### src/rtl/ring_rng_conditioner_pkg.sv
// ---------------------------------------------------------------------------
// rng_pkg
//   Shared definitions for the ring-oscillator RNG conditioner: the
//   conditioner FSM state encoding and the default health/warm-up constants.
// ---------------------------------------------------------------------------
package rng_pkg;

    typedef enum logic [1:0] {
        ST_IDLE   = 2'd0,
        ST_WARMUP = 2'd1,
        ST_RUN    = 2'd2,
        ST_FAIL   = 2'd3
    } state_t;

    localparam int unsigned RCT_LIMIT_DEFAULT = 32;
    localparam int unsigned WARMUP_DEFAULT    = 64;
    localparam int unsigned RCT_W             = 8;   // saturating repetition counter width
    localparam int unsigned WARM_W            = 10;  // enough for WARMUP up to 1023

endpackage

### src/rtl/ring_rng_conditioner_sync2.sv
// ---------------------------------------------------------------------------
// rng_sync2
//   Two-flop synchroniser for one asynchronous ring-oscillator tap.
//   Ports:
//     clk   - system clock
//     reset - asynchronous active-high reset, clears both flops
//     d     - asynchronous input bit
//     q     - synchronised output, two cycles after d is sampled
// ---------------------------------------------------------------------------
module rng_sync2 (
    input  logic clk,
    input  logic reset,
    input  logic d,
    output logic q
);

    logic meta;

    // NOTE: sequential state uses non-blocking assignments so both flops
    // sample their inputs from the same clock edge and form a real 2-stage chain.
    always_ff @(posedge clk or posedge reset) begin
        if (reset) begin
            meta <= 1'b0;
            q    <= 1'b0;
        end else begin
            meta <= d;
            q    <= meta;
        end
    end

endmodule

### src/rtl/ring_rng_conditioner.sv
// ---------------------------------------------------------------------------
// ring_rng_conditioner
//   Synchronises NCH ring-oscillator taps, XOR-mixes them into one bit per
//   cycle, optionally von Neumann debiases the stream, assembles WORD_W-bit
//   words and hands them out over a valid/ready interface.  A repetition-count
//   health test latches a sticky failure and parks the FSM in FAIL.
//   Ports:
//     clk         - system clock
//     reset       - asynchronous active-high reset
//     enable      - run the conditioner; low returns to IDLE (except from FAIL)
//     raw_in      - NCH asynchronous oscillator taps
//     rng_data    - conditioned output word
//     rng_valid   - rng_data holds an unconsumed word
//     rng_ready   - consumer accepts the word this cycle
//     health_fail - sticky repetition-count failure flag
//     fail_clr    - pulse that clears health_fail and leaves FAIL
// ---------------------------------------------------------------------------
module ring_rng_conditioner
    import rng_pkg::*;
#(
    parameter int unsigned NCH       = 4,
    parameter int unsigned WORD_W    = 16,
    parameter int unsigned DEBIAS    = 1,
    parameter int unsigned RCT_LIMIT = RCT_LIMIT_DEFAULT,
    parameter int unsigned WARMUP    = WARMUP_DEFAULT
) (
    input  logic              clk,
    input  logic              reset,
    input  logic              enable,
    input  logic [NCH-1:0]    raw_in,
    output logic [WORD_W-1:0] rng_data,
    output logic              rng_valid,
    input  logic              rng_ready,
    output logic              health_fail,
    input  logic              fail_clr
);

    localparam int unsigned       CNT_W     = $clog2(WORD_W + 1);
    localparam logic [CNT_W-1:0]  CNT_FULL  = CNT_W'(WORD_W);
    localparam logic [CNT_W-1:0]  CNT_LAST  = CNT_W'(WORD_W - 1);
    localparam logic [WARM_W-1:0] WARM_LAST = (WARMUP > 0) ? WARM_W'(WARMUP - 1) : '0;
    localparam logic [RCT_W-1:0]  RCT_MAX   = RCT_W'(RCT_LIMIT);

    state_t              state;
    logic [NCH-1:0]      sync_bits;
    logic                m;
    logic [WORD_W-1:0]   asm_reg;
    logic [CNT_W-1:0]    bit_cnt;
    logic [RCT_W-1:0]    rct_cnt;
    logic [WARM_W-1:0]   warm_cnt;
    logic                prev_m;
    logic                pair_phase;   // 0: next m is the first of a pair
    logic                pair_first;
    logic                emit;
    logic                emit_bit;
    logic [WORD_W-1:0]   asm_next;
    logic                can_load;
    logic                rct_trip;

    for (genvar i = 0; i < NCH; i++) begin : g_sync
        rng_sync2 u_sync (
            .clk   (clk),
            .reset (reset),
            .d     (raw_in[i]),
            .q     (sync_bits[i])
        );
    end

    assign m        = ^sync_bits;
    assign asm_next = {asm_reg[WORD_W-2:0], emit_bit};
    // The output register is free if empty or being drained this very cycle.
    assign can_load = !rng_valid || rng_ready;
    assign rct_trip = (rct_cnt >= RCT_MAX);

    // NOTE: every always_comb output gets a default first so no path leaves
    // it unassigned and no latch is inferred.
    always_comb begin
        emit     = 1'b0;
        emit_bit = 1'b0;
        if (state == ST_RUN) begin
            if (DEBIAS != 0) begin
                // Second bit of a pair: 10 emits 1, 01 emits 0, i.e. the first bit.
                if (pair_phase && (pair_first != m)) begin
                    emit     = 1'b1;
                    emit_bit = pair_first;
                end
            end else begin
                emit     = 1'b1;
                emit_bit = m;
            end
        end
    end

    // NOTE: the assembly register is ordinary datapath state, so it is reset
    // along with everything else rather than left undefined.
    always_ff @(posedge clk or posedge reset) begin
        if (reset) begin
            state       <= ST_IDLE;
            rng_data    <= '0;
            rng_valid   <= 1'b0;
            health_fail <= 1'b0;
            asm_reg     <= '0;
            bit_cnt     <= '0;
            rct_cnt     <= '0;
            warm_cnt    <= '0;
            prev_m      <= 1'b0;
            pair_phase  <= 1'b0;
            pair_first  <= 1'b0;
        end else begin
            // A completed transfer empties the output; a load below overrides.
            if (rng_valid && rng_ready) begin
                rng_valid <= 1'b0;
            end

            case (state)
                ST_IDLE: begin
                    if (enable) begin
                        warm_cnt   <= '0;
                        pair_phase <= 1'b0;
                        state      <= (WARMUP == 0) ? ST_RUN : ST_WARMUP;
                    end
                end

                ST_WARMUP, ST_RUN: begin
                    if (!enable) begin
                        state     <= ST_IDLE;
                        asm_reg   <= '0;
                        bit_cnt   <= '0;
                        rng_valid <= 1'b0;
                        rct_cnt   <= '0;
                    end else if (rct_trip) begin
                        state       <= ST_FAIL;
                        health_fail <= 1'b1;
                        rng_valid   <= 1'b0;
                        asm_reg     <= '0;
                        bit_cnt     <= '0;
                        rct_cnt     <= '0;
                    end else begin
                        // Repetition count: a zero count means no previous bit yet.
                        prev_m <= m;
                        if ((rct_cnt == '0) || (m != prev_m)) begin
                            rct_cnt <= RCT_W'(1);
                        end else if (rct_cnt != '1) begin
                            rct_cnt <= rct_cnt + RCT_W'(1);
                        end

                        if (state == ST_WARMUP) begin
                            warm_cnt <= warm_cnt + WARM_W'(1);
                            if (warm_cnt == WARM_LAST) begin
                                state      <= ST_RUN;
                                pair_phase <= 1'b0;
                            end
                        end else begin
                            pair_phase <= !pair_phase;
                            if (!pair_phase) begin
                                pair_first <= m;
                            end

                            if (bit_cnt == CNT_FULL) begin
                                // A parked full word leaves as soon as the output frees;
                                // a bit emitted in that same cycle starts the next word.
                                if (can_load) begin
                                    rng_data  <= asm_reg;
                                    rng_valid <= 1'b1;
                                    if (emit) begin
                                        asm_reg <= asm_next;
                                        bit_cnt <= CNT_W'(1);
                                    end else begin
                                        bit_cnt <= '0;
                                    end
                                end
                            end else if (emit) begin
                                if (bit_cnt == CNT_LAST) begin
                                    if (can_load) begin
                                        rng_data  <= asm_next;
                                        rng_valid <= 1'b1;
                                        bit_cnt   <= '0;
                                    end else begin
                                        asm_reg <= asm_next;
                                        bit_cnt <= CNT_FULL;
                                    end
                                end else begin
                                    asm_reg <= asm_next;
                                    bit_cnt <= bit_cnt + CNT_W'(1);
                                end
                            end
                        end
                    end
                end

                ST_FAIL: begin
                    rng_valid <= 1'b0;
                    if (fail_clr) begin
                        health_fail <= 1'b0;
                        state       <= ST_IDLE;
                    end
                end

                default: state <= ST_IDLE;
            endcase
        end
    end

endmodule
### config.mk
export PLATFORM = sky130hd
export DESIGN_NAME = ring_rng_conditioner
export DESIGN_NICKNAME = d
export VERILOG_FILES = /design/src/rtl/ring_rng_conditioner_pkg.sv /design/src/rtl/ring_rng_conditioner_sync2.sv /design/src/rtl/ring_rng_conditioner.sv
export SDC_FILE = /design/constraint.sdc
export NUM_CORES = 1
export LEC_CHECK = 0
export BUFFER_PORTS_ARGS = -buffer_cell sky130_fd_sc_hd__buf_2
export CORE_MARGIN = 2
export CORE_UTILIZATION = 60
export CTS_BUF_LIST = sky130_fd_sc_hd__clkbuf_8
export CTS_CLUSTER_DIAMETER = 120
export DETAILED_ROUTE_END_ITERATION = 8
export PLACE_DENSITY_LB_ADDON = 0.12
export SLEW_MARGIN = 20
export SYNTH_ARGS = -nofsm -noshare
export SYNTH_HDL_FRONTEND = slang
export SYNTH_SLANG_ARGS = --single-unit
### constraint.sdc
create_clock -name clk -period 2.8 [get_ports clk]
set_clock_uncertainty 0.1 [all_clocks]
set_input_delay 0.56 -clock clk [delete_from_list [all_inputs] [get_ports clk]]
set_output_delay 0.56 -clock clk [all_outputs]
set_load 0.02 [all_outputs]
# --- After elaboration in Yosys (flattened, before gate mapping) ---
# Index checks and enable logic that the tools add are counted.
classes:
  n_reduce_logical: 24
  magnitude_cmp: 1
  n_eq_ne: 26
  muxes: 62
  n_addsub: 3
  bitwise: 3
ops:
  columns: ["operator", "n"]
  rows:
  - ["16-bit two-way mux", 14]
  - ["10-bit two-way mux", 4]
  - ["5-bit two-way mux", 8]
  - ["8-bit two-way mux", 4]
  - ["1-bit two-way mux", 21]
  - ["10-bit case mux with 2 select lines", 1]
  - ["2-bit inequality test, second input constant", 8]
  - ["5-bit AND reduction", 3]
  - ["2-bit two-way mux", 6]
  - ["4-bit inequality test, second input constant", 3]
  - ["4-bit AND reduction", 3]
  - ["10-bit by 1-bit adder with 10-bit output, second input constant", 1]
  - ["10-bit by 6-bit equality test with 1-bit output, second input constant", 1]
  - ["8-bit by 1-bit adder with 8-bit output, second input constant", 1]
  - ["8-bit by 6-bit greater-or-equal comparator with 1-bit output, second input constant", 1]
  - ["8-bit logical NOT", 1]
  - ["4-bit by 1-bit inequality test with 1-bit output, second input constant", 2]
  - ["8-bit inequality test, second input constant", 1]
  - ["8-bit AND reduction", 1]
  - ["2-bit nonzero test", 4]
  - ["3-bit inequality test, second input constant", 2]
  - ["1-bit case mux with 2 select lines", 3]
  - ["2-bit case mux with 3 select lines", 1]
  - ["6-bit AND reduction", 1]
  - ["17 further kinds", 24]
totals:
  reg_bits: 70
  output_inout_bits: 18
  wordCells: 138
  in_bits: 9

# --- Logic depth before layout (Yosys ltp) ---
logic_depth:
  depth_word: 12
  ltp_mapped: 10
  mapped_depth_nobuf: 7

# --- Modules after synthesis ---
# Synthesis repeated with hierarchy kept, for this count alone.
unflattened:
  cells_unflattened: 355
  area_unflattened_um2: 3545.9
by_module_without_submodules:
  columns: ["mod", "instances", "area_per_inst_um2", "seq_area_each_um2", "cells_each"]
  rows:
  - ["ring_rng_conditioner", 1, 3330.7, 1551.5, 343]
  - ["rng_sync2", 4, 53.8, 50.0, 3]

# --- Worst setup path after synthesis ---
# OpenSTA, ideal clock, no wires.
synth_path:
  path_kind: "register to register"
  start: "register state[0]"
  end: "register warm_cnt[9]"
  n_path_buf: 2
  required_ns: 2.572
  path_slack_ns: 0.553
  synth_period_minus_slack_ns: 2.247
  setup_ns: 0.128
  arrival_time_ns: 2.019
  stages_incl_launch_ff: 10
  cell_sequence: "dfrtp_1 inv_1 ha_1 buf_2 nor4b_1 o211ai_1 clkbuf_1 nor4_1 xnor2_1 nor2_1"
synth_via:
  elab_chain_len: 4
  word_cells_on_any_way: 11
  classes_between: "6 x eq/ne; 1 x mux; 4 x reduce/logical"
synth_rtl:
  columns: ["element", "line_no", "rtl"]
  rows:
  - ["from (decl)", "ring_rng_conditioner.sv:44", "state_t state;"]
  - ["from (signal assigned)", "ring_rng_conditioner.sv:120", "state <= (WARMUP == 0) ? ST_RUN : ST_WARMUP;"]
  - ["2-bit equality test / 2-bit by 1-bit equality test with 1-bit output (equally long branches)", "ring_rng_conditioner.sv:115, ring_rng_conditioner.sv:147", null]
  - ["2-bit OR reduction", "ring_rng_conditioner.sv:115", "case (state)"]
  - ["2-bit inequality test (no line) / 2-bit nonzero test (equally long branches)", null, null]
  - ["5-bit AND reduction (no line)", null, null]
  - ["to (signal assigned)", "ring_rng_conditioner.sv:148", "warm_cnt <= warm_cnt + WARM_W'(1);"]
  - ["to (decl)", "ring_rng_conditioner.sv:50", "logic [WARM_W-1:0] warm_cnt;"]
# Parallel ways exist; a longest one is shown, timed or not.
# A chain may end at the register's enable or synchronous reset.

# --- Worst setup path after layout ---
layout_path:
  start: "register bit_cnt[0]"
  end: "register asm_reg[13]"
layout_via:
  elab_chain_len: 7
  word_cells_on_any_way: 12
  classes_between: "5 x eq/ne; 6 x mux; 1 x reduce/logical"
layout_rtl:
  columns: ["element", "line_no", "rtl"]
  rows:
  - ["from (decl)", "ring_rng_conditioner.sv:48", "logic [CNT_W-1:0] bit_cnt;"]
  - ["from (signal assigned)", "ring_rng_conditioner.sv:184", "bit_cnt <= bit_cnt + CNT_W'(1);"]
  - ["5-bit by 4-bit equality test with 1-bit output", "ring_rng_conditioner.sv:173", "if (bit_cnt == CNT_LAST) begin"]
  - ["16-bit two-way mux", "ring_rng_conditioner.sv:173", null]
  - ["16-bit two-way mux", "ring_rng_conditioner.sv:172", "end else if (emit) begin"]
  - ["16-bit two-way mux", "ring_rng_conditioner.sv:159", "if (bit_cnt == CNT_FULL) begin"]
  - ["16-bit two-way mux", "ring_rng_conditioner.sv:147", "if (state == ST_WARMUP) begin"]
  - ["16-bit two-way mux", "ring_rng_conditioner.sv:131", "end else if (rct_trip) begin"]
  - ["16-bit two-way mux", "ring_rng_conditioner.sv:125", "if (!enable) begin"]
  - ["to (signal assigned)", "ring_rng_conditioner.sv:166", "asm_reg <= asm_next;"]
  - ["to (signal assigned)", "ring_rng_conditioner.sv:179", "asm_reg <= asm_next;"]
  - ["to (signal assigned)", "ring_rng_conditioner.sv:183", "asm_reg <= asm_next;"]
  - ["to (decl)", "ring_rng_conditioner.sv:47", "logic [WORD_W-1:0] asm_reg;"]
# Parallel ways exist; a longest one is shown, timed or not. The select of a mux whose other input is x is not followed.

==> out/results.tsv <==
metric	value	unit
status	finished clean	
grt_max_degree	71	
critPathKind	register to register	
pwr-share-clk	0.293	
start_util	0.613	
slew_headroom	0.610	
top_layer	met4	
rsz0062_at_grt	false	
hold_viol	0	
setup_ws	0.305	ns
leakage	1.86	nW
met2WireLength	2960	um
drive_above_1_share	0.151	
power.density	753	nW/um^2
critPathArrivalTime	2.62	ns
comb_power_share	0.308	
placed_area	3820	sq um
coreArea	5850	sq um
ios	27	
fin_setup_tns	0	ns
synth_top_area_frac	0.489	
fin_nets	420	
drtIter0Drc	251	
post_synth.cell_area_avg	9.69	sq um
clk_pin_slew	0.07	ns
yosysSeqAreaShare	0.489	
synth_edf_count	0	
numCtsBuffers	9	
power.internal	2.03	mW
wl_met1	3070	um
crit_path_max_fanout	15	
die_area	6610	sq um
yosysTopAreaCell	dfrtp_1	
clock_latency	0.35	ns
ir_drop	0.000442	V
min_period	2.49	ns
critical_path_cell_count	8	
r2r_setup_slack	0.31	ns
end_kind	register	
total_power	3.05	mW
n_antenna_cell	0	
crit_path_start_kind	register	
max_freq	0.401	GHz
finalNonFillerCells	480	
async_flop_share	1.00	
grt_overflow	0	
synth_seq_cells	70	
cts-resized-gates	0	
r2r_cells	8	
crit_path_max_incr_delay	0.43	ns
dp_cells	465	
rows	28	
r2r_start	bit_cnt[0]$_DFFE_PP0P_	
clockBufferDepth	2	
setup_viol	0	
vias	2627	
htreeDepth	3	
place_ws	0.242	ns
antenna_found_initial	0	
syn_inst	370	
post_cts.repair.setup_buffers	0	
syn2layout_area_growth	12.8	%
die_w	81.3	um
critical_path.top_delay_family	compound AO/OA/AOI/OAI gates	
cpMaxStageDelayCell	dfrtp_1	
cp_cell_sequence	inv_1 > ha_1 > nand4bb_1 > o21ai_1 > a31oi_4 > a211o_1 > buf_4 > mux2i_1	
clock_sinks	70	
die_h	81.3	um
gp_congestion	0.889	
ant_nets	0	
critPathBufInv	2	
wl_per_cell	13.3	um
hp-class	input port to asynchronous set/reset pin	
wl_met3	218	um
tightest_slew	0.577	ns
cts_hold_buf	0	
first_pass_iters	4	
syn-num-nets	389	
netlist_area	3580	sq um
grt_pass1_vias	2428	
wl	6360	um
grt_pass1_wl	10800	um
track_usage	0.215	
power_switching_share	0.334	
cp_data_required_time	2.92	ns
period_share	0.891	
synth_area_leaders	dfrtp_1, mux2i_1, nand2_1, ha_1, inv_1	
yosys_warnings	0	
seq_power_share	0.399	
io_buffers	26	
via_per_inst	5.47	
drv_slew	0	
ys_types	50	
cts_tree	yes	
cts_root_buffer	clkbuf_8	
rr_endpoint	asm_reg[13]$_DFFE_PP0P_	
cap_viol_max_count	0	
power.switching	1.02	mW
dp_hpwl	4460	um
drcViolationCount	0	
fin_area	4040	sq um
synth-main-ff-cell	dfrtp_1	
[worst min-delay path, stage by stage]
cell and delay (ns):
buf_2 0.10, inv_2 0.06, buf_12 0.31
[metal layers]
metal,vias to the layer above,GRT usage
li1,1332,-
met1,1245,0.292
met2,41,0.332
met3,9,0.0500
met4,0,0.0915
met5,-,0
[synth_stat cells (9+ instances only)]
cell / instances
nor3_1: 9
dfrtp_1: 70
nand2_1: 48
o21ai_0: 20
nor2_1: 29
nand3_1: 13
inv_1: 30
mux2i_1: 20
o21ai_1: 16
a21oi_1: 21
ha_1: 10
xnor2_1: 11
[how the worst max path moves through the flow]
stage,start,end
finish,bit_cnt[0]$_DFFE_PP0P_,asm_reg[13]$_DFFE_PP0P_
global route,state[0]$_DFFE_PP0P_,rng_data[8]$_DFFE_PP0P_
CTS,bit_cnt[0]$_DFFE_PP0P_,asm_reg[13]$_DFFE_PP0P_
detailed placement,enable,rng_data[5]$_DFFE_PP0P_
global placement,enable,asm_reg[14]$_DFFE_PP0P_
floorplan,reset,asm_reg[0]$_DFFE_PP0P_
[power by group through the flow]
stage          logic [mW]  clock network [mW]  registers, mW
2_1_floorplan       0.740                   0           1.23
4_1_cts             0.941               0.909           1.22
3_5_place_dp        0.938                   0           1.23
5_1_grt              1.06               0.956           1.24
6_report            0.937               0.892           1.22
3_3_place_gp        0.913                   0           1.23
[stage by stage]
step,hold slack [ns],utilization
6_report,0.180,0.691
5_1_grt,0.199,0.691
4_1_cts,0.186,0.691
3_5_place_dp,0.240,0.653
3_3_place_gp,0.236,0.653
2_1_floorplan,0.231,-
[cell families (layout without fill, tap and decap cells)]
| group | after synthesis | count (layout) | share of synthesized area |
|---|---|---|---|
| AO/OA/AOI/OAI | 76 | 76 | 0.125 |
| XOR/XNOR | 16 | 16 | 0.0569 |
| adder cells (fa/ha/maj) | 10 | 10 | 0.0349 |
| buffers and inverters | 47 | 82 | 0.0586 |
| flip-flops | 70 | 70 | 0.489 |
| multiplexers | 23 | 23 | 0.0663 |
| AND/OR/NAND/NOR | 128 | 128 | 0.170 |
[layout make-up]
class	instances	area (sq um)
sequential	70	1750
clock buffer	10	138
timing repair buffer	37	225
inverter	30	113
tap	75	93.8
multi-input combinational	253	1640
fill	445	1810
clock inverter	5	83.8
[layout by cell type (no fill, tap or decap), drive strengths merged, types with 10 or more instances in the layout]
| cell type | synthesis | routed |
|---|---|---|
| clkbuf | 8 | 10 |
| ha | 10 | 10 |
| a21oi | 21 | 21 |
| nand2 | 48 | 48 |
| inv | 30 | 30 |
| dfrtp | 70 | 70 |
| xnor2 | 12 | 12 |
| o21ai | 36 | 36 |
| nand3 | 13 | 13 |
| buf | 9 | 37 |
| nor2 | 29 | 29 |
| mux2i | 20 | 20 |
(Power assumes the default switching activity.)
